--- src/rtl/rb_apb_pkg.sv ---
// Shared types and default widths for the register-bus APB initiator.
package rb_apb_pkg;

    typedef enum logic [1:0] {
        ST_IDLE,
        ST_SETUP,
        ST_ACCESS,
        ST_RESP
    } apb_mst_state_e;

    localparam int unsigned RB_APB_ADDR_W = 8;
    localparam int unsigned RB_APB_DATA_W = 32;

endpackage

--- src/rtl/rb_apb_master_if.sv ---
// Request/response channels plus APB bus; master = bridge side, slave = requester/APB side.
interface rb_apb_master_if import rb_apb_pkg::*; #(
    parameter int unsigned ADDR_W = RB_APB_ADDR_W,
    parameter int unsigned DATA_W = RB_APB_DATA_W
) ();

    logic              req_valid;
    logic              req_ready;
    logic              req_write;
    logic [ADDR_W-1:0] req_addr;
    logic [DATA_W-1:0] req_wdata;

    logic              rsp_valid;
    logic              rsp_ready;
    logic [DATA_W-1:0] rsp_rdata;
    logic              rsp_err;
    logic              rsp_timeout;

    logic              psel;
    logic              penable;
    logic              pwrite;
    logic [ADDR_W-1:0] paddr;
    logic [DATA_W-1:0] pwdata;
    logic              pready;
    logic              pslverr;
    logic [DATA_W-1:0] prdata;

    modport master (
        input  req_valid, req_write, req_addr, req_wdata, rsp_ready,
               pready, pslverr, prdata,
        output req_ready, rsp_valid, rsp_rdata, rsp_err, rsp_timeout,
               psel, penable, pwrite, paddr, pwdata
    );

    modport slave (
        output req_valid, req_write, req_addr, req_wdata, rsp_ready,
               pready, pslverr, prdata,
        input  req_ready, rsp_valid, rsp_rdata, rsp_err, rsp_timeout,
               psel, penable, pwrite, paddr, pwdata
    );

endinterface

--- src/rtl/rb_apb_tmo_cnt.sv ---
// Saturating PREADY wait counter; o_expired flags the limit, never set when TIMEOUT=0.
module rb_apb_tmo_cnt #(
    parameter int unsigned TIMEOUT = 255
) (
    input  logic i_clk,
    input  logic i_rst_n,
    input  logic i_clear,
    input  logic i_enable,
    output logic o_expired
);

    localparam int unsigned CNT_W = (TIMEOUT == 0) ? 1 : $clog2(TIMEOUT + 1);
    localparam logic [CNT_W-1:0] LIMIT = CNT_W'(TIMEOUT);

    logic [CNT_W-1:0] r_cnt;

    always_ff @(posedge i_clk) begin
        if (!i_rst_n) begin
            r_cnt <= '0;
        end else if (i_clear) begin
            r_cnt <= '0;
        end else if (i_enable && (r_cnt != LIMIT)) begin
            r_cnt <= r_cnt + 1'b1;
        end
    end

    assign o_expired = (TIMEOUT != 0) && (r_cnt == LIMIT);

endmodule

--- src/rtl/rb_apb_master.sv ---
// Single-request APB initiator: SETUP/ACCESS per request, bounded PREADY wait,
// registered response held until consumed.
module rb_apb_master import rb_apb_pkg::*; #(
    parameter int unsigned ADDR_W  = RB_APB_ADDR_W,
    parameter int unsigned DATA_W  = RB_APB_DATA_W,
    parameter int unsigned TIMEOUT = 255
) (
    input logic             pclk,
    input logic             presetn,
    rb_apb_master_if.master bus
);

    apb_mst_state_e    r_state;
    logic              r_psel;
    logic              r_penable;
    logic              r_pwrite;
    logic [ADDR_W-1:0] r_paddr;
    logic [DATA_W-1:0] r_pwdata;
    logic              r_rsp_valid;
    logic [DATA_W-1:0] r_rsp_rdata;
    logic              r_rsp_err;
    logic              r_rsp_timeout;

    logic w_req_ready;
    logic w_accept;
    logic w_cnt_clear;
    logic w_cnt_en;
    logic w_expired;

    // A pending response may be retired and replaced in the same cycle.
    assign w_req_ready = (r_state == ST_IDLE) || ((r_state == ST_RESP) && bus.rsp_ready);
    assign w_accept    = w_req_ready && bus.req_valid;
    assign w_cnt_clear = (r_state == ST_SETUP);
    assign w_cnt_en    = (r_state == ST_ACCESS) && !bus.pready;

    rb_apb_tmo_cnt #(
        .TIMEOUT (TIMEOUT)
    ) u_tmo_cnt (
        .i_clk     (pclk),
        .i_rst_n   (presetn),
        .i_clear   (w_cnt_clear),
        .i_enable  (w_cnt_en),
        .o_expired (w_expired)
    );

    always_ff @(posedge pclk) begin
        if (!presetn) begin
            r_state       <= ST_IDLE;
            r_psel        <= 1'b0;
            r_penable     <= 1'b0;
            r_pwrite      <= 1'b0;
            r_paddr       <= '0;
            r_pwdata      <= '0;
            r_rsp_valid   <= 1'b0;
            r_rsp_rdata   <= '0;
            r_rsp_err     <= 1'b0;
            r_rsp_timeout <= 1'b0;
        end else begin
            if (w_accept) begin
                r_paddr  <= bus.req_addr;
                r_pwrite <= bus.req_write;
                r_pwdata <= bus.req_write ? bus.req_wdata : '0;
            end
            case (r_state)
                ST_IDLE: begin
                    if (bus.req_valid) begin
                        r_psel  <= 1'b1;
                        r_state <= ST_SETUP;
                    end
                end
                ST_SETUP: begin
                    r_penable <= 1'b1;
                    r_state   <= ST_ACCESS;
                end
                ST_ACCESS: begin
                    if (bus.pready) begin
                        r_psel        <= 1'b0;
                        r_penable     <= 1'b0;
                        r_rsp_valid   <= 1'b1;
                        r_rsp_rdata   <= r_pwrite ? '0 : bus.prdata;
                        r_rsp_err     <= bus.pslverr;
                        r_rsp_timeout <= 1'b0;
                        r_state       <= ST_RESP;
                    end else if (w_expired) begin
                        // Abort drops psel mid-wait; slaves are expected to tolerate it.
                        r_psel        <= 1'b0;
                        r_penable     <= 1'b0;
                        r_rsp_valid   <= 1'b1;
                        r_rsp_rdata   <= '0;
                        r_rsp_err     <= 1'b1;
                        r_rsp_timeout <= 1'b1;
                        r_state       <= ST_RESP;
                    end
                end
                ST_RESP: begin
                    if (bus.rsp_ready) begin
                        r_rsp_valid <= 1'b0;
                        if (bus.req_valid) begin
                            r_psel  <= 1'b1;
                            r_state <= ST_SETUP;
                        end else begin
                            r_state <= ST_IDLE;
                        end
                    end
                end
                default: r_state <= ST_IDLE;
            endcase
        end
    end

    assign bus.req_ready   = w_req_ready;
    assign bus.psel        = r_psel;
    assign bus.penable     = r_penable;
    assign bus.pwrite      = r_pwrite;
    assign bus.paddr       = r_paddr;
    assign bus.pwdata      = r_pwdata;
    assign bus.rsp_valid   = r_rsp_valid;
    assign bus.rsp_rdata   = r_rsp_rdata;
    assign bus.rsp_err     = r_rsp_err;
    assign bus.rsp_timeout = r_rsp_timeout;

endmodule

--- src/flat_wrapper.sv ---
// flat-port wrapper written by rule: the top's interface ports become plain ports
module rb_apb_master_flat import rb_apb_pkg::*;
#(
    parameter int unsigned ADDR_W  = RB_APB_ADDR_W,
    parameter int unsigned DATA_W  = RB_APB_DATA_W,
    parameter int unsigned TIMEOUT = 255
)
  (pclk, presetn, bus_req_valid, bus_req_write, bus_req_addr, bus_req_wdata, bus_rsp_ready, bus_pready, bus_pslverr, bus_prdata, bus_req_ready, bus_rsp_valid, bus_rsp_rdata, bus_rsp_err, bus_rsp_timeout, bus_psel, bus_penable, bus_pwrite, bus_paddr, bus_pwdata);
  rb_apb_master_if #(.ADDR_W(ADDR_W), .DATA_W(DATA_W)) bus_i ();
  input logic pclk;
  input logic presetn;
  input wire logic [$bits(bus_i.req_valid)-1:0] bus_req_valid;
  input wire logic [$bits(bus_i.req_write)-1:0] bus_req_write;
  input wire logic [$bits(bus_i.req_addr)-1:0] bus_req_addr;
  input wire logic [$bits(bus_i.req_wdata)-1:0] bus_req_wdata;
  input wire logic [$bits(bus_i.rsp_ready)-1:0] bus_rsp_ready;
  input wire logic [$bits(bus_i.pready)-1:0] bus_pready;
  input wire logic [$bits(bus_i.pslverr)-1:0] bus_pslverr;
  input wire logic [$bits(bus_i.prdata)-1:0] bus_prdata;
  output wire logic [$bits(bus_i.req_ready)-1:0] bus_req_ready;
  output wire logic [$bits(bus_i.rsp_valid)-1:0] bus_rsp_valid;
  output wire logic [$bits(bus_i.rsp_rdata)-1:0] bus_rsp_rdata;
  output wire logic [$bits(bus_i.rsp_err)-1:0] bus_rsp_err;
  output wire logic [$bits(bus_i.rsp_timeout)-1:0] bus_rsp_timeout;
  output wire logic [$bits(bus_i.psel)-1:0] bus_psel;
  output wire logic [$bits(bus_i.penable)-1:0] bus_penable;
  output wire logic [$bits(bus_i.pwrite)-1:0] bus_pwrite;
  output wire logic [$bits(bus_i.paddr)-1:0] bus_paddr;
  output wire logic [$bits(bus_i.pwdata)-1:0] bus_pwdata;
  assign bus_i.req_valid = bus_req_valid;
  assign bus_i.req_write = bus_req_write;
  assign bus_i.req_addr = bus_req_addr;
  assign bus_i.req_wdata = bus_req_wdata;
  assign bus_i.rsp_ready = bus_rsp_ready;
  assign bus_i.pready = bus_pready;
  assign bus_i.pslverr = bus_pslverr;
  assign bus_i.prdata = bus_prdata;
  assign bus_req_ready = bus_i.req_ready;
  assign bus_rsp_valid = bus_i.rsp_valid;
  assign bus_rsp_rdata = bus_i.rsp_rdata;
  assign bus_rsp_err = bus_i.rsp_err;
  assign bus_rsp_timeout = bus_i.rsp_timeout;
  assign bus_psel = bus_i.psel;
  assign bus_penable = bus_i.penable;
  assign bus_pwrite = bus_i.pwrite;
  assign bus_paddr = bus_i.paddr;
  assign bus_pwdata = bus_i.pwdata;
  rb_apb_master #(.ADDR_W(ADDR_W), .DATA_W(DATA_W), .TIMEOUT(TIMEOUT)) u_core (.pclk(pclk), .presetn(presetn), .bus(bus_i));
endmodule
--- config.mk ---
export PLATFORM = sky130hd
export DESIGN_NAME = rb_apb_master_flat
export DESIGN_NICKNAME = d
export VERILOG_FILES = /design/src/rtl/rb_apb_pkg.sv /design/src/rtl/rb_apb_master_if.sv /design/src/rtl/rb_apb_tmo_cnt.sv /design/src/rtl/rb_apb_master.sv /design/src/flat_wrapper.sv
export SDC_FILE = /design/constraint.sdc
export NUM_CORES = 1
export LEC_CHECK = 0
export ABC_AREA = 1
export BUFFER_PORTS_ARGS = -buffer_cell sky130_fd_sc_hd__buf_2
export CELL_PAD_IN_SITES_DETAIL_PLACEMENT = 0
export CELL_PAD_IN_SITES_GLOBAL_PLACEMENT = 2
export CORE_MARGIN = 3
export CORE_UTILIZATION = 26
export DETAILED_ROUTE_END_ITERATION = 16
export PLACE_DENSITY = 0.91
export SLEW_MARGIN = 20
export SYNTH_ARGS = -nofsm -noshare
export SYNTH_HDL_FRONTEND = slang
export SYNTH_HIERARCHICAL = 1
export SYNTH_SLANG_ARGS = --single-unit
--- constraint.sdc ---
create_clock -name pclk -period 1.9 [get_ports pclk]
set_input_delay 0.38 -clock pclk [delete_from_list [all_inputs] [get_ports pclk]]
set_output_delay 0.38 -clock pclk [all_outputs]
set_load 0.02 [all_outputs]
After elaboration in Yosys (flattened, before gate mapping)
Index checks and enable logic that the tools add are counted.
W data, S select, Z words.
{"block": "word_totals", "word_cells": 60, "regBits": 88}
{"block": "op_classes", "muxes": 22, "n_bitwise": 1, "n_addsub": 1, "eq_ne": 8, "n_reduce_logical": 17}
{"op": "$mux W32", "n": 4}
{"op": "$mux W1", "n": 10}
{"op": "$reduce_and A3 Y1", "n": 3}
{"op": "$add A8 B1 Y8 const B", "n": 1}
{"op": "$eq A8 B8 Y1 const B", "n": 1}
{"op": "$mux W2", "n": 4}
{"op": "$ne A8 B8 Y1 const B", "n": 1}
{"op": "$pmux W2 S4", "n": 1}
{"op": "$reduce_bool A2 Y1", "n": 3}
{"op": "$eq A2 B2 Y1 const B", "n": 2}
{"op": "$logic_and A1 B1 Y1", "n": 4}
{"op": "$ne A2 B2 Y1 const B", "n": 2}
{"op": "$pmux W1 S2", "n": 2}
{"op": "$reduce_and A2 Y1", "n": 2}
{"op": "$ne A3 B3 Y1 const B", "n": 1}
{"op": "$pmux W1 S3", "n": 1}
{"op": "$reduce_bool A3 Y1", "n": 1}
{"op": "$eq A2 B1 Y1 const B", "n": 1}
{"op": "$logic_not A2 Y1", "n": 1}
{"op": "$reduce_or A2 Y1", "n": 1}
{"op": "$logic_not A1 Y1", "n": 1}
{"op": "$logic_or A1 B1 Y1", "n": 1}
{"op": "$not A1 Y1", "n": 1}

Longest topological paths before layout
Gate-level depths: netlist (run 1).
{"block": "logic_depth", "depth_word": 4, "ltp_mapped": 12, "ltp_nobuf": 11}

Modules after synthesis
The synthesis (run 1) kept the hierarchy.
{"mod": "rb_apb_master", "area_each_um2": 3281.9, "n_inst": 1, "cells_each": 387}
{"mod": "rb_apb_tmo_cnt", "area_each_um2": 509.2, "n_inst": 1, "cells_each": 74}

Least setup slack after synthesis (run 1)
OpenSTA, ideal clock, no wires.
{"block": "synth_timing", "path_kind": "flip-flop to flip-flop", "from": "register u_core.u_tmo_cnt.r_cnt[0]", "to": "register u_core.r_rsp_rdata[0] (netlist: u_core/bus.rsp_rdata[0])", "arrival_ns": 1.595, "setup_time_ns": 0.115, "synth_period_minus_slack_ns": 1.709, "stages_incl_launch_ff": 13, "setup_slack_ns": 0.191, "cell_sequence": "dfxtp_1 > ha_1 > nand2_1 > nor2_2 > nand2_2 > buf_6 > inv_2 > nor2_2 > nor2_4 > inv_2 > clkbuf_8 > nand3_1 > o21ai_2"}
{"block": "synth_via", "elab_chain_len": 3}
{"element": "start: declaration", "line_no": "rb_apb_tmo_cnt.sv:15", "text": "logic [CNT_W-1:0] r_cnt;"}
{"element": "start signal: assignment", "line_no": "rb_apb_tmo_cnt.sv:23", "text": "r_cnt <= r_cnt + 1'b1;"}
{"element": "$eq A8 B8 Y1", "line_no": "rb_apb_tmo_cnt.sv:27", "text": "assign o_expired = (TIMEOUT != 0) && (r_cnt == LIMIT);"}
{"element": "named net u_core.w_expired", "line_no": "rb_apb_master.sv:28", "text": "logic w_expired;"}
{"element": "$reduce_bool A2 Y1 (no source line)"}
{"element": "$reduce_and A2 Y1 (no source line)"}
{"element": "end signal: assignment", "line_no": "rb_apb_master.sv:80", "text": "r_rsp_rdata <= r_pwrite ? '0 : bus.prdata;"}
{"element": "end: declaration", "line_no": "rb_apb_master.sv:20", "text": "logic [DATA_W-1:0] r_rsp_rdata;"}
The timed path passes the listed nets, and every way through them passes these cells.
A chain may end at the register's enable or synchronous reset.

Worst setup path in the final report (run 1)
{"block": "layout_timing", "from": "register u_core.r_state[1]", "to": "output bus_req_ready"}
{"block": "layout_via", "elab_chain_len": 3, "word_cells_on_any_way": 4, "cone_classes": "eq/ne (1); reduce/logical (3)"}
{"element": "start: declaration", "line_no": "rb_apb_master.sv:13", "text": "apb_mst_state_e r_state;"}
{"element": "start signal: assignment", "line_no": "rb_apb_master.sv:48", "text": "r_state <= ST_IDLE;"}
{"element": "start signal: assignment", "line_no": "rb_apb_master.sv:68", "text": "r_state <= ST_SETUP;"}
{"element": "start signal: assignment", "line_no": "rb_apb_master.sv:73", "text": "r_state <= ST_ACCESS;"}
{"element": "$eq A2 B2 Y1", "line_no": "rb_apb_master.sv:31", "text": "assign w_req_ready = (r_state == ST_IDLE) || ((r_state == ST_RESP) && bus.rsp_ready);"}
{"element": "$logic_and A1 B1 Y1", "line_no": "rb_apb_master.sv:31"}
{"element": "$logic_or A1 B1 Y1 (*)", "line_no": "rb_apb_master.sv:31"}
{"element": "end: declaration", "line_no": "flat_wrapper.sv:20", "text": "output wire logic [$bits(bus_i.req_ready)-1:0] bus_req_ready;"}
Every way passes the cells marked *; elsewhere a longest branch is shown, timed or not.

==> results_dict.tcl, run 1 <==
set metrics [dict create \
    gp_congestion 0.777 \
    post-route-min-period_ns 1.81 \
    critPathMaxStageDelay_ns 0.38 \
    net-switching-power_mw 1.94 \
    hold_buffers 0 \
    synth_xor_area_share_pct 0 \
    power.internal_mw 3.76 \
    worstPathArrival_ns 1.43 \
    crit_type "flip-flop to primary output" \
    worstSkewPairLatency_ns 0.34 \
    max_cap_violations 0 \
    syn-num-nets 546 \
    slew_violations 0 \
    path_clk_slew_ns 0.06 \
    p_leak_nw 2.43 \
    drive_gt1_share_pct 39.0 \
    synth_common_cells "dfxtp_1, nand2_1, inv_1, a21oi_1, nand3_1" \
    grt_antenna_before_repair 0 \
    ant_nets 0 \
    setup_viol 0 \
    drtIter0Drc 90 \
    slew_headroom_pct 54.1 \
    num_io_pins 158 \
    outcome "finished, final reports clean" \
    end_kind "primary output" \
    drc 0 \
    synth_top_cell_by_area "dfxtp_1" \
    grt_usage_pct 12.8 \
    worstPathMaxFanout 11 \
    yosys_warnings 6 \
    grt_pass1_wl_um 16700 \
    cts-root-buf "clkbuf_16" \
    syn_avg_cell_area_um2 8.22 \
    tns_ns 0 \
    dp_hpwl_um 7590 \
    synthTopCellsByArea "dfxtp_1, o21ai_2, nand2_1" \
    path_cells "inv_1 -> ha_1 -> inv_1 -> nand2_4 -> buf_2" \
    worst_pin_slew_ns 0.687 \
    crit_top_cell "inv_1" \
    clock_skew_ns 0.00675 \
    syn-cell-area_mm2 0.00379 \
    synth_seq_cells 88 \
    maxClockFrequency_mhz 552 \
    synthArstFlopShare_pct 0 \
    start_kind "flip-flop" \
    period_share_pct 95.3 \
    start_util_pct 26.9 \
    cts_sinks 88 \
    synth_top_family_by_area "simple AND/OR/NAND/NOR gates" \
    die_height_um 127 \
    yosysSeqAreaShare_pct 46.5 \
    overflow 0 \
    rows 43 \
    core_area_mm2 0.0141 \
    io_buffers 157 \
    num_vias 3569 \
    rsz0062_at_grt "false" \
    whs_ns 0.284 \
    via_per_inst 4.48 \
    n_antenna_cell 0 \
    grt_max_degree 38 \
    grt_pass1_vias 3487 \
    muxShareOfSynthArea_pct 0 \
    synth.top_cell.area_share_pct 46.5 \
    dieArea_mm2 0.0161 \
    wirelength_um 10300 \
    p_seq_share_pct 38.3 \
    final_nets 696 \
    clockBufferDepth 2 \
    cp_data_required_time_ns 1.52 \
    htree_levels 3 \
    powerDensity_mw_per_mm2 1130 \
    hold_viol 0 \
    clkPwrFrac_pct 32.4 \
    synth_edf_count 0 \
    synthFlopType "dfxtp_1" \
    synth_most_common_cell "dfxtp_1" \
    syn_to_final_growth_pct 32.6 \
    wl_per_cell_um 13.0 \
    syn_inst 461 \
    synth_compound_area_share_pct 14.3 \
    cts_made_buffers 9 \
    firstDrtPassIters 6 \
    yosys.area_share.adder_pct 1.98 \
    peakVddDrop_mv 0.613 \
    crit_slowest_cell "dfxtp_1" \
    cts_tree "done" \
    combPwrFrac_pct 29.3 \
    switching_share_pct 34.0 \
    n_fill_cell 1523 \
    synth-simple-area-share_pct 25.5 \
    die_x_um 127 \
    synth_cell_type_count 27 \
    hold_path.class "primary input to flip-flop" \
]
[worst max-delay path, delay by kind of cell, from the launching register on]
family,cells,cell delay (ns)
simple gates,1,0.12
buf+inv,3,0.39
fa+ha+maj,1,0.20
flops,1,0.38
[placed cells by master, fill, tap and decap left out, types with 10 or more instances in the layout]
master and n:
a21oi_1 46, buf_2 157, buf_4 10, dfxtp_1 86
inv_1 50, nand2_1 69, nand3_1 42, nand4_1 34
nor2_1 31, o21ai_2 30
[power by group through the flow]
stage	Sequential [mW]	Combinational, mW	Clock (mW)
6_report	2.18	1.67	1.85
5_1_grt	2.21	1.86	2.00
4_1_cts	2.18	1.69	1.93
3_5_place_dp	2.22	1.68	0
3_3_place_gp	2.21	1.66	0
2_1_floorplan	2.44	0.976	0
[path summary, 6_finish.rpt]
path / from / slack, ns / cells past startpoint / to
worst min register to register: u_core/bus.rsp_valid / 0.45 / 2 / u_core/bus.rsp_valid
worst max-delay path: u_core/r_state[1] / 0.09 / 5 / bus_req_ready
worst max register to register: u_core/u_tmo_cnt/r_cnt[0] / 0.20 / 11 / u_core/bus.rsp_rdata[30]
worst min-delay path: bus_prdata[27] / 0.28 / 3 / u_core/bus.rsp_rdata[27]
[registers in the layout, summed over array words and instances, names as in the netlist]
signal and count:
u_core/bus.paddr 8, u_core/bus.psel 1, u_core/bus.rsp_valid 1, u_core/bus.rsp_err 1, u_core/bus.pwrite 1, u_core/u_tmo_cnt/r_cnt 8
u_core/bus.penable 1, u_core/bus.rsp_rdata 32, u_core/bus.pwdata 32, u_core/r_state 2, u_core/bus.rsp_timeout 1
[through the flow]
stage	instance area (µm²)	cells	power (mW)	setup slack (ns)	utilization, %
final	5030	796	5.70	0.0886	35.7
after detailed placement	4690	779	3.91	0.0999	33.3
after global routing	5030	796	6.07	0.00216	35.7
after CTS	5010	795	5.80	0.0219	35.5
after global placement	4690	779	3.87	0.184	33.3
after floorplan	3790	461	3.41	0.191	-
[layout make-up]
cell class | count | area [µm²] | share of cell area [%]
clock buffers | 12 | 267 | 5.30
clock inverters | 4 | 51.3 | 1.02
inverters | 57 | 216 | 4.31
multi-input cells | 285 | 1590 | 31.7
flip-flops and latches | 88 | 1760 | 35.1
well taps | 180 | 225 | 4.48
repair buffers | 170 | 912 | 18.1
[per-layer routing]
metal,GRT usage [%],up-vias,routed length [µm]
met5,0,-,0
met4,3.53,0,140
met3,6.53,11,1010
met2,20.0,128,4810
met1,15.4,1616,4360
li1,-,1814,-
[cell families after synthesis]
| logic type | after synthesis |
|---|---|
| and+or+nand+nor | 193 |
| AOI/OAI and AO/OA | 86 |
| DFF | 88 |
| adders and majority gates | 6 |
| buffers and inverters | 88 |
[what timing repair did]
item	CTS	global route
endpoints found under the setup margin	0	36
resized for setup	0	7
endpoints found under the hold margin	0	0
buffers inserted	0	1
(Power assumes the default switching activity.)
==> inputs of run 2 (changes only) <==
--- a/config.mk
+++ b/config.mk
@@ -6,7 +6,7 @@
 export NUM_CORES = 1
 export LEC_CHECK = 0
 export ABC_AREA = 1
-export BUFFER_PORTS_ARGS = -buffer_cell sky130_fd_sc_hd__buf_2
+export BUFFER_PORTS_ARGS = -buffer_cell sky130_fd_sc_hd__clkbuf_2
 export CELL_PAD_IN_SITES_DETAIL_PLACEMENT = 0
 export CELL_PAD_IN_SITES_GLOBAL_PLACEMENT = 2
 export CORE_MARGIN = 3
==> results_dict.tcl, run 2 (synthesis gave the netlist of run 1 again) <==
set metrics [dict create \
    reg2reg_depth 9 \
    grtUsageMet3_pct 6.95 \
    grt_usage_pct 13.2 \
    setup_viol 0 \
    r2r_slack_ns 0.22 \
    wirelength_um 10500 \
    grt_pass1_vias 3527 \
    htree_levels 3 \
    worstSkewPairLatency_ns 0.35 \
    busiest_layer "met2" \
    worst_pin_slew_ns 0.692 \
    rr_startpoint "u_core/r_state[1]" \
    final_nets 700 \
    final_common_cell "clkbuf_2" \
    p_leak_nw 2.40 \
    final_cells 798 \
    num_vias 3572 \
    post-route-min-period_ns 1.77 \
    path_clk_slew_ns 0.06 \
    min_path_cells 3 \
    die_height_um 127 \
    n_fill_cell 1515 \
    n_antenna_cell 0 \
    period_share_pct 93.1 \
    outcome "finished, final reports clean" \
    num_io_pins 158 \
    hold_viol 0 \
    tns_ns 0 \
    overflow 0 \
    clock_skew_ns 0.00713 \
    whs_ns 0.265 \
    cts_tree "done" \
    grt_antenna_before_repair 0 \
    cts_made_buffers 9 \
    drtIter0Drc 116 \
    io_buffers 157 \
    cts_sinks 88 \
    cts-root-buf "clkbuf_16" \
    drive_gt1_share_pct 39.3 \
    core_area_mm2 0.0141 \
    maxClockFrequency_mhz 565 \
    firstDrtPassIters 4 \
    worstPathArrival_ns 1.39 \
    start_util_pct 26.9 \
    hold_path.class "primary input to flip-flop" \
    slew_violations 0 \
    start_kind "flip-flop" \
    peakVddDrop_mv 0.747 \
    dp_hpwl_um 7750 \
    use_met2_pct 21.2 \
    dp_cells 779 \
    hp-start "bus_prdata[20]" \
    rsz0062_at_grt "false" \
    worstHoldEndpoint "u_core/bus.rsp_rdata[20]" \
    crit_type "flip-flop to primary output" \
    clockBufferDepth 2 \
    use_met1_pct 15.3 \
    drc 0 \
    r2r_end "u_core/bus.pwdata[8]" \
    dieArea_mm2 0.0161 \
    gp_congestion 0.747 \
    cp_data_required_time_ns 1.52 \
    final_cell_mix "clkbuf_2, dfxtp_1, nand2_1, inv_1, a21oi_1" \
    grt_max_degree 35 \
    max_cap_violations 0 \
    via_per_inst 4.48 \
    ant_nets 0 \
    powerDensity_mw_per_mm2 1150 \
    wl_per_cell_um 13.2 \
    slew_headroom_pct 53.9 \
    end_kind "primary output" \
    grt_pass1_wl_um 17100 \
    worstPathMaxFanout 6 \
    syn_to_final_growth_pct 33.2 \
    die_x_um 127 \
    rows 43 \
]
==> run 2: where the power goes <==
group	leakage [nW]	switching [mW]	internal, mW	total [mW]
Combinational	1.53	1.11	0.628	1.73
Sequential	0.716	0.131	2.06	2.19
Clock	0.154	0.719	1.17	1.89
==> run 2: per-stage QoR <==
| step | power [mW] | util [%] | instance area (µm²) | worst slack, ns |
|---|---|---|---|---|
| floorplan | 3.41 | - | 3790 | 0.191 |
| global placement | 3.88 | 33.3 | 4690 | 0.161 |
| detailed placement | 3.92 | 33.3 | 4690 | 0.114 |
| CTS | 5.84 | 35.5 | 5000 | 0.0182 |
| global route | 6.19 | 35.8 | 5050 | 0.0145 |
| finish | 5.82 | 35.8 | 5050 | 0.130 |
==> run 2: what timing repair did <==
action | 4_1_cts | 5_1_grt
pin swaps | 0 | 2
hold endpoints to repair | 0 | 0
buffers inserted | 0 | 5
gates resized for setup | 2 | 5
hold buffers | 0 | 0
endpoints found under the setup margin | 1 | 38
==> run 2: layout make-up <==
class / instances / area [µm²] / area share (%)
Sequential cell: 88 / 1760 / 34.9
Multi-Input combinational cell: 285 / 1590 / 31.6
Clock buffer: 10 / 239 / 4.73
Clock inverter: 4 / 70.1 / 1.39
Tap cell: 180 / 225 / 4.46
Inverter: 57 / 214 / 4.24
Timing Repair Buffer: 174 / 945 / 18.7
==> run 2: worst max-delay path by stage <==
stage | from | to | slack, ns | depth (start not counted)
floorplan | u_core/u_tmo_cnt/r_cnt[0] | u_core/bus.rsp_rdata[0] | 0.19 | 12
finish | u_core/r_state[1] | bus_req_ready | 0.13 | 5
detailed placement | u_core/u_tmo_cnt/r_cnt[0] | u_core/bus.rsp_rdata[31] | 0.11 | 10
global placement | u_core/u_tmo_cnt/r_cnt[0] | u_core/bus.rsp_rdata[31] | 0.16 | 10
global route | u_core/r_state[0] | bus_req_ready | 0.01 | 5
CTS | u_core/r_state[0] | bus_req_ready | 0.02 | 5
==> run 2: worst max-delay path, stage by stage, from the launching register on <==
cell and delay (ns):
dfxtp_1 0.37, inv_1 0.11, ha_1 0.21, inv_1 0.09, nand2_4 0.08, clkbuf_4 0.17
==> run 2: routing by layer <==
metal / wire (µm) / vias up
li1: - / 1819
met1: 4330 / 1625
met2: 4980 / 117
met3: 1030 / 11
met4: 172 / 0
met5: 0 / -
==> inputs of run 3 (changes only) <==
--- a/config.mk
+++ b/config.mk
@@ -8,11 +8,12 @@
 export ABC_AREA = 1
 export BUFFER_PORTS_ARGS = -buffer_cell sky130_fd_sc_hd__clkbuf_2
 export CELL_PAD_IN_SITES_DETAIL_PLACEMENT = 0
-export CELL_PAD_IN_SITES_GLOBAL_PLACEMENT = 2
+export CELL_PAD_IN_SITES_GLOBAL_PLACEMENT = 1
+export CORE_ASPECT_RATIO = 0.75
 export CORE_MARGIN = 3
-export CORE_UTILIZATION = 26
+export CORE_UTILIZATION = 34
 export DETAILED_ROUTE_END_ITERATION = 16
-export PLACE_DENSITY = 0.91
+export PLACE_DENSITY = 0.92
 export SLEW_MARGIN = 20
 export SYNTH_ARGS = -nofsm -noshare
 export SYNTH_HDL_FRONTEND = slang
==> results_dict.tcl, run 3 (synthesis gave the netlist of run 1 again) <==
set metrics [dict create \
    die_height_um 97.5 \
    worstHoldEndpoint "u_core/bus.rsp_rdata[25]" \
    hp-start "bus_prdata[25]" \
    r2r_end "u_core/bus.rsp_rdata[31]" \
    cp_data_required_time_ns 1.52 \
    wl_per_cell_um 12.9 \
    start_kind "flip-flop" \
    ant_nets 0 \
    cts-root-buf "clkbuf_16" \
    peakVddDrop_mv 0.737 \
    end_kind "primary output" \
    period_share_pct 95.6 \
    cts_tree "done" \
    min_path_cells 3 \
    setup_viol 0 \
    slew_headroom_pct 56.1 \
    grt_antenna_before_repair 0 \
    dp_hpwl_um 7210 \
    fin_area_mm2 0.00496 \
    dp_cells 734 \
    syn_to_final_growth_pct 30.9 \
    tns_ns 0 \
    critPathMaxStageDelay_ns 0.39 \
    post-route-util_pct 47.0 \
    whs_ns 0.284 \
    grt_pass1_vias 3385 \
    worstPathMaxFanout 14 \
    fin_ws_ns 0.0832 \
    cts_made_buffers 9 \
    rr_startpoint "u_core/u_tmo_cnt/r_cnt[1]" \
    hold_buffers 0 \
    clock_skew_ns 0.00587 \
    grt_usage_pct 15.2 \
    overflow 0 \
    pre_cts_ws_ns 0.112 \
    p_leak_nw 2.38 \
    num_vias 3513 \
    worstSkewPairLatency_ns 0.33 \
    core_area_mm2 0.0106 \
    final_cell_mix "clkbuf_2, dfxtp_1, nand2_1, inv_1, a21oi_1" \
    crit_slowest_cell "dfxtp_1" \
    wirelength_um 9730 \
    num_io_pins 158 \
    final_common_cell "clkbuf_2" \
    io_buffers 157 \
    r2r_slack_ns 0.14 \
    crit_type "flip-flop to primary output" \
    slew_violations 0 \
    worstPathArrival_ns 1.44 \
    dieArea_mm2 0.0125 \
    post-route-min-period_ns 1.82 \
    drc 0 \
    hold_viol 0 \
    die_x_um 128 \
    maxClockFrequency_mhz 550 \
    final_cells 752 \
    drive_gt1_share_pct 39.0 \
    final_nets 696 \
    cts_sinks 88 \
    start_util_pct 35.9 \
    gp_congestion 0.778 \
    path_cells "inv_2 -> ha_1 -> inv_1 -> nand2_4 -> buf_2" \
    drtIter0Drc 139 \
    hold_path.class "primary input to flip-flop" \
    via_per_inst 4.67 \
    worst_pin_slew_ns 0.658 \
    firstDrtPassIters 4 \
    max_cap_violations 0 \
    grt_pass1_wl_um 15600 \
    placed_area_mm2 0.00463 \
    rows 32 \
    path_clk_slew_ns 0.06 \
    power_mw 5.67 \
    reg2reg_depth 10 \
    powerDensity_mw_per_mm2 1140 \
    n_antenna_cell 0 \
    rsz0062_at_grt "false" \
    htree_levels 3 \
    outcome "finished, final reports clean" \
    grt_max_degree 35 \
    clockBufferDepth 2 \
]
-- run 3: per-layer routing --
layer  global-route usage (%)  up-vias  share of wire (%)
met5                        0        -                  0
met4                     3.26        0               0.46
met3                     6.54        4                 10
met2                     25.5      115                 47
met1                     18.1     1577                 42
li1                         -     1817                  -
-- run 3: area by class of cell --
class,count,area (µm²)
clock inverters,4,51.3
fillers,1067,5610
multi-input cells,285,1590
flip-flops and latches,88,1760
inverters,57,214
clock buffers,12,267
well taps,136,170
repair buffers,170,908
-- run 3: worst max-delay path, delay by kind of cell, from the launching register on --
kind	cells	cell delay, ns
simple gates	1	0.13
buf+inv	3	0.37
flops	1	0.39
fa+ha+maj	1	0.21
-- run 3: repair_timing --
action | 4_1_cts | 5_1_grt
endpoints found under the hold margin | 0 | 0
resized for setup | 0 | 5
setup endpoints to repair | 0 | 2
buffers inserted | 0 | 2
-- run 3: power breakdown --
group	switching (mW)	internal (mW)
sequential	0.138	2.06
combinational	1.08	0.552
clock	0.710	1.13
-- run 3: how the worst max path moves through the flow --
stage	from	to	depth (start not counted)
after detailed placement	u_core/u_tmo_cnt/r_cnt[0]	u_core/bus.rsp_rdata[31]	10
after global routing	u_core/r_state[0]	bus_req_ready	5
final	u_core/r_state[0]	bus_req_ready	5
after floorplan	u_core/u_tmo_cnt/r_cnt[0]	u_core/bus.rsp_rdata[0]	12
after CTS	u_core/r_state[0]	bus_req_ready	5
after global placement	u_core/u_tmo_cnt/r_cnt[0]	u_core/bus.rsp_rdata[31]	10
